<file path="src/rtl/frame_mem_arb_pkg.sv">
// Shared definitions for the frame RAM arbiter: arbiter state encoding,
// client indices and the round-robin successor helper.
package frame_mem_arb_pkg;

  localparam int unsigned NUM_CLI = 3;

  localparam logic [1:0] CLI_CAM  = 2'd0;
  localparam logic [1:0] CLI_GS   = 2'd1;
  localparam logic [1:0] CLI_FILT = 2'd2;

  typedef enum logic [1:0] {
    IDLE  = 2'd0,
    BURST = 2'd1,
    GAP   = 2'd2
  } arb_state_e;

  // Successor client in round-robin order (2 wraps to 0; 3 is treated as 2).
  function automatic logic [1:0] next_cli(input logic [1:0] c);
    return (c >= CLI_FILT) ? CLI_CAM : c + 2'd1;
  endfunction

endpackage

</file>
<file path="src/rtl/frame_mem_arbiter_rr_picker.sv">
// rr_picker: combinational round-robin selector.
// Ports:
//   req_i    [2:0]  per-client request
//   rr_ptr_i [1:0]  highest-priority client this round (3 treated as 0)
//   any_o           at least one client requesting
//   idx_o    [1:0]  first requesting client scanning rr_ptr, +1, +2 (mod 3)
module rr_picker
  import frame_mem_arb_pkg::*;
(
  input  logic [NUM_CLI-1:0] req_i,
  input  logic [1:0]         rr_ptr_i,
  output logic               any_o,
  output logic [1:0]         idx_o
);

  logic [1:0] cand0, cand1, cand2;

  always_comb begin
    cand0 = (rr_ptr_i > CLI_FILT) ? CLI_CAM : rr_ptr_i;
    cand1 = next_cli(cand0);
    cand2 = next_cli(cand1);
    any_o = 1'b1;
    idx_o = cand0;
    if (req_i[cand0]) begin
      idx_o = cand0;
    end else if (req_i[cand1]) begin
      idx_o = cand1;
    end else if (req_i[cand2]) begin
      idx_o = cand2;
    end else begin
      any_o = 1'b0;
      idx_o = CLI_CAM;
    end
  end

endmodule

</file>
<file path="src/rtl/frame_mem_arbiter.sv">
// frame_mem_arbiter: round-robin burst arbiter sharing one single-port frame
// RAM among camera writer (0), grayscaler (1) and filter (2).
// Ports:
//   clk, rst_n            clock, asynchronous active-low reset
//   req/we/last [2:0]     per-client beat request, write flag, final beat
//   addr  [3*AW-1:0]      per-client address, client i at [i*AW +: AW]
//   wdata [3*DW-1:0]      per-client write data, client i at [i*DW +: DW]
//   gnt   [2:0]           one-hot burst owner (registered state decode)
//   ack   [2:0]           beat accepted this cycle (gnt & req)
//   rvalid[2:0], rdata    read return, one cycle after a read beat
//   mem_en/we/addr/wdata  RAM command, driven only on a beat
//   mem_rdata             RAM read data, valid one cycle after access
module frame_mem_arbiter
  import frame_mem_arb_pkg::*;
#(
  parameter int unsigned AW        = 17,
  parameter int unsigned DW        = 8,
  parameter int unsigned MAX_BURST = 64
) (
  input  logic                  clk,
  input  logic                  rst_n,
  input  logic [NUM_CLI-1:0]    req,
  input  logic [NUM_CLI-1:0]    we,
  input  logic [NUM_CLI*AW-1:0] addr,
  input  logic [NUM_CLI*DW-1:0] wdata,
  input  logic [NUM_CLI-1:0]    last,
  output logic [NUM_CLI-1:0]    gnt,
  output logic [NUM_CLI-1:0]    ack,
  output logic [NUM_CLI-1:0]    rvalid,
  output logic [DW-1:0]         rdata,
  output logic                  mem_en,
  output logic                  mem_we,
  output logic [AW-1:0]         mem_addr,
  output logic [DW-1:0]         mem_wdata,
  input  logic [DW-1:0]         mem_rdata
);

  localparam int unsigned CW = $clog2(MAX_BURST + 1);
  // beat_cnt + 1 == MAX_BURST, compared on the current count
  localparam logic [CW-1:0] CNT_FINAL = CW'(MAX_BURST - 1);

  arb_state_e         state_q, state_d;
  logic [1:0]         owner_q, owner_d;
  logic [1:0]         rr_ptr_q, rr_ptr_d;
  logic [CW-1:0]      beat_cnt_q, beat_cnt_d;
  logic [NUM_CLI-1:0] rvalid_q, rvalid_d;

  logic               pick_any;
  logic [1:0]         pick_idx;

  logic               own_req, own_we, own_last;
  logic [AW-1:0]      own_addr;
  logic [DW-1:0]      own_wdata;

  rr_picker u_picker (
    .req_i    (req),
    .rr_ptr_i (rr_ptr_q),
    .any_o    (pick_any),
    .idx_o    (pick_idx)
  );

  // Owner's request slice; an illegal owner selects nothing.
  always_comb begin
    own_req   = 1'b0;
    own_we    = 1'b0;
    own_last  = 1'b0;
    own_addr  = '0;
    own_wdata = '0;
    for (int unsigned i = 0; i < NUM_CLI; i++) begin
      if (owner_q == 2'(i)) begin
        own_req   = req[i];
        own_we    = we[i];
        own_last  = last[i];
        own_addr  = addr[i*AW +: AW];
        own_wdata = wdata[i*DW +: DW];
      end
    end
  end

  always_comb begin
    state_d    = state_q;
    owner_d    = owner_q;
    rr_ptr_d   = rr_ptr_q;
    beat_cnt_d = beat_cnt_q;
    rvalid_d   = '0;
    gnt        = '0;
    ack        = '0;
    mem_en     = 1'b0;
    mem_we     = 1'b0;
    mem_addr   = '0;
    mem_wdata  = '0;
    case (state_q)
      IDLE: begin
        if (pick_any) begin
          owner_d    = pick_idx;
          beat_cnt_d = '0;
          state_d    = BURST;
        end
      end
      BURST: begin
        if (owner_q > CLI_FILT) begin
          state_d = IDLE;
        end else begin
          gnt = 3'b001 << owner_q;
          if (own_req) begin
            ack        = 3'b001 << owner_q;
            mem_en     = 1'b1;
            mem_we     = own_we;
            mem_addr   = own_addr;
            mem_wdata  = own_wdata;
            beat_cnt_d = beat_cnt_q + CW'(1);
            rvalid_d   = own_we ? 3'b000 : (3'b001 << owner_q);
          end
          // With own_req high the beat is implied, so last / cap need no
          // separate beat qualifier; a dropped request releases at once.
          if (!own_req || own_last || (beat_cnt_q == CNT_FINAL)) begin
            state_d  = GAP;
            rr_ptr_d = next_cli(owner_q);
          end
        end
      end
      GAP:     state_d = IDLE;
      default: state_d = IDLE;
    endcase
  end

  always_ff @(posedge clk or negedge rst_n) begin
    if (!rst_n) begin
      state_q    <= IDLE;
      owner_q    <= CLI_CAM;
      rr_ptr_q   <= CLI_CAM;
      beat_cnt_q <= '0;
      rvalid_q   <= '0;
    end else begin
      state_q    <= state_d;
      owner_q    <= owner_d;
      rr_ptr_q   <= rr_ptr_d;
      beat_cnt_q <= beat_cnt_d;
      rvalid_q   <= rvalid_d;
    end
  end

  assign rvalid = rvalid_q;
  assign rdata  = mem_rdata;

endmodule

</file>
<file path="config.mk">
export PLATFORM = sky130hd
export DESIGN_NAME = frame_mem_arbiter
export DESIGN_NICKNAME = d
export VERILOG_FILES = /design/src/rtl/frame_mem_arb_pkg.sv /design/src/rtl/frame_mem_arbiter_rr_picker.sv /design/src/rtl/frame_mem_arbiter.sv
export SDC_FILE = /design/constraint.sdc
export NUM_CORES = 1
export LEC_CHECK = 0
export ABC_AREA = 1
export BUFFER_PORTS_ARGS = -buffer_cell sky130_fd_sc_hd__buf_2
export CAP_MARGIN = 20
export CELL_PAD_IN_SITES_DETAIL_PLACEMENT = 1
export CELL_PAD_IN_SITES_GLOBAL_PLACEMENT = 1
export CORE_AREA = 2 2 91 93
export CTS_BUF_LIST = sky130_fd_sc_hd__clkbuf_4 sky130_fd_sc_hd__clkbuf_8
export DETAILED_ROUTE_END_ITERATION = 6
export DIE_AREA = 0 0 93 95
export HOLD_SLACK_MARGIN = 0.03
export PLACE_DENSITY_LB_ADDON = 0.15
export SYNTH_ARGS = -nofsm -noshare
export SYNTH_HDL_FRONTEND = slang
export SYNTH_SLANG_ARGS = --single-unit
</file>
<file path="constraint.sdc">
create_clock -name clk -period 1.5 [get_ports clk]
set_input_delay 0.075 -clock clk [delete_from_list [all_inputs] [get_ports clk]]
set_output_delay 0.075 -clock clk [all_outputs]
set_load 0.01 [all_outputs]
</file>
==> results.cfg, run 1 <==
[run_status]
status = complete, but fails checks
failed_checks = negative setup slack

[logic_synthesis]
syn_nets = 376
async_flop_share_pct = 100
synth_edf_count = 0
yosysSeqAreaShare_pct = 23.6
ys_ff_latch = 16
yosysMostFrequentCell = nand2_1
yosys_warnings = 0
synth_flop_cell = dfrtp_1
syn_area_per_cell_sq_um = 6.12
yosys.area.top_type = nand2_1
ys_types = 27
ys_top_cells_by_count = nand2_1 (123), nor2_1 (21), a31oi_1 (20)
syn-cell-area_sq_mm = 0.00170
syn_inst = 277
synth.area.top_cells = nand2_1 (27%), dfrtp_1 (24%), a31oi_1 (7.4%)
synth_top_area_share_pct = 27.2

[placed_design]
placed_area_sq_mm = 0.00264
dp_hpwl_um = 5920
dp_slack_ns = -0.188
numPortBuffers = 121
place_inst = 522
place_congestion = 0.758

[run]
maxCapViolCount = 0

[global_routing]
grt_max_degree = 19
grt_use_total_pct = 16.7
antenna_found_initial = 1
grt_pass1_wl_um = 11900
grt_pass1_vias = 2564
grt_overflow_total = 0

[final_layout]
fill_cells = 1067
final_cells = 539
postLayoutCellArea_sq_mm = 0.00306
area_growth_pct = 80.7
utilization_pct = 38.6
drive_gt1_share_pct = 52.4
finalNetCount = 533

[routing]
drt-pass1-iter-count = 4
ant_nets = 0
drc = 0
drt-wirelength-per-cell_um = 13.6
drt_wl_total_um = 7330
vias_per_cell = 4.47
drt_iter0_drc = 43
via_count = 2411

[sta]
hold_viol = 0
rsz0062_at_grt = yes
layout_setup_ws_ns = -0.345
finClkSkew_ns = 0.00179
post-route-period-util_pct = 123
finalMaxSlewViolations = 0
tns_ns = -9.90
fin_crit_ns = 1.84
slew_headroom_pct = 70.5
tightest_slew_ns = 0.441
fmax_mhz = 542
whs_ns = 0.0734
setup_viol = 42

[cts]
clkLatencyLatePin_ns = 0.26
clock-sinks = 16
clock_path_buffers = 2
cts.htree.levels = 1
cts_tree = yes
path_clk_slew_ns = 0.07
cts_buffers = 3
cts-root-buf = clkbuf_8

[floorplanning]
die_h_um = 95
die_x_um = 93
rows = 33
die_area_sq_mm = 0.00884
initial_utilization_pct = 21.4
core_sq_mm = 0.00793
ioPinCount = 138

[worst_setup_path]
rr_endpoint = beat_cnt_q[2]
critical_path.top_delay_family = buffers and inverters
r2r_cells = 11
start_kind = flop
worst_ep_arrival_time_ns = 1.77
critPathMaxFanout = 14
r2r_start = rr_ptr_q[0]
path_cells = inv_2 -> nand2_4 -> nor2_4 -> o21ai_4 -> nand3_4 -> buf_12 -> a31oi_2 -> buf_2
critPathRequiredTime_ns = 1.42
slowest_stage = dfrtp_1
crit_type = flop to primary output
crit_buf_inv = 3
end_kind = primary output
regToRegSetupSlack_ns = -0.19
slowest_delay_ns = 0.44

[min_path]
holdPathEnd = rvalid[0]
hold_class = input pin to flop
hold_path_depth = 3
min-delay-start = we[0]

[power_and_ir_drop]
cellPowerDensity_mw_per_mm2 = 1860
p_leak_nw = 1.55
fin_total_pwr_mw = 5.71
irDropWorstVdd_uv = 572
-- layout make-up --
class | instances | area, sq um | share of cell area, %
diodes | 1 | 2.50 | 0.0817
multi-input cells | 224 | 1300 | 42.5
inverters | 17 | 66.3 | 2.17
flip-flops and latches | 16 | 404 | 13.2
repair buffers | 172 | 1100 | 35.9
clock buffers | 4 | 55.1 | 1.80
well taps | 105 | 131 | 4.29
-- kinds of logic (layout without fill, tap and decap cells) --
family | count (synthesis) | count (layout) | share of synthesized area, %
DFF | 16 | 16 | 23.6
buffers and inverters | 37 | 193 | 11.4
xor gates and xnor gates | 4 | 4 | 2.07
AOI/OAI and AO/OA | 38 | 38 | 15.6
and+or+nand+nor | 177 | 177 | 43.6
adders and majority gates | 5 | 5 | 3.69
other | 0 | 1 | 0
-- state kept, by name (all words and copies together), names as in the netlist --
register    cells
rr_ptr_q        2
rvalid          3
beat_cnt_q      7
state_q         2
owner_q         2
-- layout by cell type, fill, tap and decap left out, types with 5 or more instances in the layout --
master / netlist / routed
buf_6: 3 / 18
nor2_4: 1 / 7
inv_2: 2 / 6
a31oi_1: 20 / 18
inv_1: 15 / 10
buf_4: 8 / 33
nor2_1: 21 / 13
nand2_2: 0 / 5
buf_2: 2 / 116
nand3_1: 19 / 15
dfrtp_1: 16 / 13
nand2_1: 123 / 116
-- report_power, final --
group	total (mW)	switching [mW]	internal [mW]	leakage [nW]
Sequential	0.673	0.126	0.547	0.209
Combinational	4.63	2.51	2.12	1.31
Clock	0.410	0.176	0.234	0.0288
-- tightest hold or removal path, stage by stage --
cell and delay [ns]:
buf_2 0.08, or2_2 0.10, nor3_1 0.04
-- repair_timing --
item | CTS | global route
resized for setup | 43 | 28
buffers inserted | 8 | 2
cloned | 0 | 1
hold buffers | 3 | 0
hold endpoints to repair | 18 | 0
endpoints found under the setup margin | 43 | 46
pin swaps | 8 | 4
-- worst max path at each step --
stage	depth (start not counted)	slack [ns]	endpoint	from
floorplan	11	-0.01	beat_cnt_q[2]	rr_ptr_q[1]
detailed placement	6	-0.19	mem_addr[5]	owner_q[0]
global placement	6	-0.21	mem_addr[5]	owner_q[0]
global route	8	-0.43	mem_addr[6]	owner_q[1]
CTS	7	-0.32	mem_addr[5]	owner_q[0]
finish	8	-0.34	mem_addr[5]	owner_q[1]
-- per-layer routing --
| metal | up-vias | global-route usage (%) | part of all wire, % |
|---|---|---|---|
| li1 | 1211 | - | - |
| met1 | 1113 | 20.7 | 43 |
| met2 | 82 | 29.7 | 49 |
| met3 | 5 | 3.83 | 6.5 |
| met4 | 0 | 3.19 | 0.52 |
| met5 | - | 0 | 0 |
Power figures use the tool's default switching activity.
==> inputs of run 2 (changes only) <==
--- a/constraint.sdc
+++ b/constraint.sdc
@@ -3,2 +3,2 @@
 set_output_delay 0.075 -clock clk [all_outputs]
-set_load 0.01 [all_outputs]
+set_load 0.02 [all_outputs]
==> run 2 against run 1 <==
Against the previous run:
- the flow still finishes with violations (negative setup slack)
- wire length rose by 4.7%
- clock-buffer cell count did not move
- hold slack improved by 0.077 ns
==> results.cfg, run 2 (same netlist as run 1, synthesis figures left out) <==
[run_status]
status = complete, but fails checks
failed_checks = negative setup slack

[power_and_ir_drop]
p_leak_nw = 1.62
irDropWorstVdd_uv = 834
cellPowerDensity_mw_per_mm2 = 1960

[sta]
finClkSkew_ns = 0.00202
hold_viol = 0
fin_crit_ns = 1.82
tns_ns = -9.80
post-route-period-util_pct = 121
rsz0062_at_grt = yes
setup_viol = 46
layout_setup_ws_ns = -0.318
fmax_mhz = 550
finalMaxSlewViolations = 0
slew_headroom_pct = 72.5
tightest_slew_ns = 0.410

[final_layout]
registers.top_by_ff_count = beat_cnt_q
postLayoutCellArea_sq_mm = 0.00339
area_growth_pct = 99.8
final_common_cell = nand2_1
largest_reg_flops = 7
num_antenna_cells = 0
finalNetCount = 546
fill_cells = 1040
layout_common_cells = nand2_1 (114), buf_2 (88), buf_4 (72)
drive_gt1_share_pct = 59.0

[routing]
ant_nets = 0
drt_iter0_drc = 25
drt-pass1-iter-count = 3
drt-wirelength-per-cell_um = 13.9
drc = 0
vias_per_cell = 4.47
drt_wl_total_um = 7680
via_count = 2461

[worst_setup_path]
critPathMaxFanout = 3
start_kind = flop
end_kind = primary output
crit_type = flop to primary output
r2r_cells = 9
critPathRequiredTime_ns = 1.42
worst_ep_arrival_time_ns = 1.74

[global_routing]
grt_pass1_vias = 2634
grt_max_degree = 26
grt_use_total_pct = 17.1
grt_pass1_wl_um = 12100
grt_overflow_total = 0
antenna_found_initial = 0

[placed_design]
dp_hpwl_um = 6090
numPortBuffers = 121
place_congestion = 0.807
placed_area_sq_mm = 0.00283

[run]
maxCapViolCount = 0

[cts]
clock_path_buffers = 2
clkLatencyLatePin_ns = 0.26
clock-sinks = 16
path_clk_slew_ns = 0.07
cts_buffers = 3
cts-root-buf = clkbuf_8
cts_tree = yes
cts.htree.levels = 1

[floorplanning]
die_area_sq_mm = 0.00884
ioPinCount = 138
initial_utilization_pct = 21.4
die_h_um = 95
core_sq_mm = 0.00793
die_x_um = 93
rows = 33

[min_path]
hold_path_depth = 0
hold_class = input pin to primary output
## run 2: through the flow
step	hold WS, ns	cells	setup slack, ns	power (mW)	util (%)
floorplan	-0.221	277	-0.0269	3.15	-
global placement	0.0225	527	-0.164	4.88	35.6
detailed placement	0.0277	527	-0.166	4.93	35.6
CTS	0.150	545	-0.309	6.23	40.8
global route	0.150	551	-0.392	7.18	42.7
finish	0.150	551	-0.318	6.65	42.7
## run 2: routing by layer
layer | vias to the layer above | routed length [um] | GRT usage [%]
li1 | 1230 | - | -
met1 | 1134 | 3290 | 21.1
met2 | 87 | 3800 | 30.8
met3 | 10 | 476 | 3.11
met4 | 0 | 106 | 3.92
met5 | - | 0 | 0
## run 2: final timing paths
path,from,end,slack (ns)
max,owner_q[1],mem_we,-0.32
min,mem_rdata[2],rdata[2],0.15
max reg2reg,owner_q[0],beat_cnt_q[5],-0.20
min reg2reg,beat_cnt_q[1],beat_cnt_q[1],0.54
max in group asynchronous,rst_n,owner_q[0],0.92
min in group asynchronous,rst_n,rvalid[0],0.27
## run 2: what timing repair did
item,CTS,global route
pin swaps,10,10
cloned,1,0
endpoints found under the setup margin,48,48
endpoints found under the hold margin,18,0
hold buffers,3,0
buffers inserted,10,6
gates resized for setup,81,25
## run 2: worst max-delay path: stages, from the launching register on
cell and delay (ns):
dfrtp_1 0.42, buf_4 0.18, nor2_4 0.11, inv_1 0.07, or2_2 0.28, o21ai_0 0.09, buf_4 0.16, nor3_4 0.05
buf_6 0.12
## run 2: area by class of cell
| cell class | count | area, sq um | area share, % |
|---|---|---|---|
| Multi-Input combinational cell | 224 | 1420 | 41.9 |
| Timing Repair Buffer | 185 | 1310 | 38.6 |
| Tap cell | 105 | 131 | 3.88 |
| Clock buffer | 4 | 55.1 | 1.63 |
| Sequential cell | 16 | 403 | 11.9 |
| Inverter | 17 | 72.6 | 2.14 |
## run 2: power by group
part	internal [mW]	total (mW)	switching [mW]
registers	0.545	0.670	0.125
logic	2.61	5.58	2.97
clock network	0.233	0.402	0.168
==> inputs of run 3 (changes only) <==
--- a/constraint.sdc
+++ b/constraint.sdc
@@ -3,2 +3,2 @@
 set_output_delay 0.075 -clock clk [all_outputs]
-set_load 0.02 [all_outputs]
+set_load 0.05 [all_outputs]
==> run 3 against run 2 <==
Against the previous run:
- the flow still finishes with violations (negative setup slack)
- critical path depth down 1
- final cell count decreased by 1.6%
- register-to-register slack gained 0.05 ns
- first-iteration DRC count rose to 3.0 times the previous value
- power increased by 21%
- die area did not move
- wire length up 0.42%
- largest cell class unchanged
==> results.cfg, run 3 (same netlist as run 1, synthesis figures left out) <==
[cts]
clock-sinks = 16
clock_path_buffers = 2
cts_tree = yes
cts_buffers = 3
cts-root-buf = clkbuf_8
cts.htree.levels = 1
clkLatencyLatePin_ns = 0.26
path_clk_slew_ns = 0.07

[min_path]
hold_class = input pin to flop
min-delay-start = we[0]
holdPathEnd = rvalid[0]
hold_path_depth = 3

[worst_setup_path]
worst_ep_arrival_time_ns = 1.76
r2r_cells = 11
end_kind = primary output
r2r_start = owner_q[0]
crit_type = flop to primary output
regToRegSetupSlack_ns = -0.15
rr_endpoint = rr_ptr_q[0]
critPathMaxFanout = 16
critPathRequiredTime_ns = 1.42
start_kind = flop

[power_and_ir_drop]
fin_total_pwr_mw = 8.04
p_leak_nw = 1.68
cellPowerDensity_mw_per_mm2 = 2120
irDropWorstVdd_uv = 847

[sta]
slew_headroom_pct = 74.9
finalMaxSlewViolations = 0
finClkSkew_ns = 0.00541
setup_viol = 46
layout_setup_ws_ns = -0.339
hold_viol = 0
fin_crit_ns = 1.84
post-route-period-util_pct = 123
tightest_slew_ns = 0.377
fmax_mhz = 544
rsz0062_at_grt = yes

[routing]
drt-wirelength-per-cell_um = 14.2
drt-pass1-iter-count = 4
ant_nets = 0
drt_iter0_drc = 76
vias_per_cell = 4.52
via_count = 2448
drt_wl_total_um = 7710
drc = 0

[floorplanning]
die_area_sq_mm = 0.00884
rows = 33
ioPinCount = 138
core_sq_mm = 0.00793
initial_utilization_pct = 21.4
die_x_um = 93
die_h_um = 95

[final_layout]
final_common_cell = nand2_1
drive_gt1_share_pct = 61.3
layout_common_cells = nand2_1 (105), buf_2 (88), buf_6 (40)
num_antenna_cells = 0
final_cells = 542
area_growth_pct = 123
utilization_pct = 47.8
registers.top_by_ff_count = beat_cnt_q
postLayoutCellArea_sq_mm = 0.00379
finalNetCount = 537
largest_reg_flops = 7
fill_cells = 992

[global_routing]
grt_overflow_total = 0
grt_pass1_wl_um = 12100
grt_pass1_vias = 2531
antenna_found_initial = 0
grt_max_degree = 27
grt_use_total_pct = 17.3

[run]
maxCapViolCount = 0

[placed_design]
place_congestion = 0.751
placed_area_sq_mm = 0.00305
dp_hpwl_um = 5850
place_inst = 518
numPortBuffers = 121
dp_slack_ns = -0.213

[run_status]
failed_checks = negative setup slack
status = complete, but fails checks
[run 3: cell count changes in the layout (fill, tap and decap cells not counted), sizes merged]
cell / before / now
buf: 182 / 174
dlygate4sd3: 3 / 2
clkinvlp: 1 / 0
inv: 16 / 17
[run 3: repair_timing]
action	in CTS	in global routing
pin swaps	13	12
gates cloned	2	0
hold buffers	1	1
setup buffers	7	10
hold endpoints to repair	16	1
resized for setup	111	44
setup endpoints to repair	48	48
[run 3: worst max-delay path, cell delays in order, from the launching register on]
cell	delay, ns
dfrtp_2	0.47
nand2_2	0.11
nor2_2	0.05
o21ai_4	0.19
nand3_4	0.12
buf_12	0.20
a31oi_4	0.17
buf_8	0.17
[run 3: how the worst max path moves through the flow]
stage                start             to  slack (ns)  depth (start not counted)
3_5_place_dp   rr_ptr_q[1]  beat_cnt_q[2]       -0.21                         11
5_1_grt         owner_q[0]   mem_wdata[6]       -0.40                          7
6_report        owner_q[0]   mem_wdata[5]       -0.34                          7
2_1_floorplan   owner_q[0]         mem_we       -0.16                          7
4_1_cts         owner_q[1]   mem_wdata[1]       -0.36                          8
3_3_place_gp    owner_q[0]    rr_ptr_q[0]       -0.20                         10
[run 3: through the flow]
step / TNS [ns] / hold WS (ns)
after floorplan: -3.30 / -0.221
after global placement: -6.14 / 0.0161
after detailed placement: -7.41 / 0.0228
after CTS: -11.51 / 0.0393
after global routing: -14.35 / 0.123
final: -10.91 / 0.110
[run 3: power breakdown]
group / internal (mW) / switching [mW] / total [mW]
Clock: 0.234 / 0.169 / 0.403
Combinational: 2.91 / 4.05 / 6.97
Sequential: 0.546 / 0.125 / 0.671
Total: 3.69 / 4.35 / 8.04
[run 3: final cells by class]
class | instances | area [sq um] | area share [%]
multi-input combinational | 224 | 1720 | 45.4
timing repair buffer | 176 | 1400 | 37.1
sequential | 16 | 403 | 10.6
tap | 105 | 131 | 3.47
inverter | 17 | 73.8 | 1.95
clock buffer | 4 | 55.1 | 1.45
[run 3: metal layers]
metal | vias up | wire (um) | share of wire, % | global-route usage, %
met5 | - | 0 | 0 | 0
met4 | 0 | 99 | 1.3 | 3.68
met3 | 7 | 603 | 7.8 | 5.19
met2 | 87 | 3910 | 51 | 31.4
met1 | 1138 | 3100 | 40 | 20.1
li1 | 1216 | - | - | -
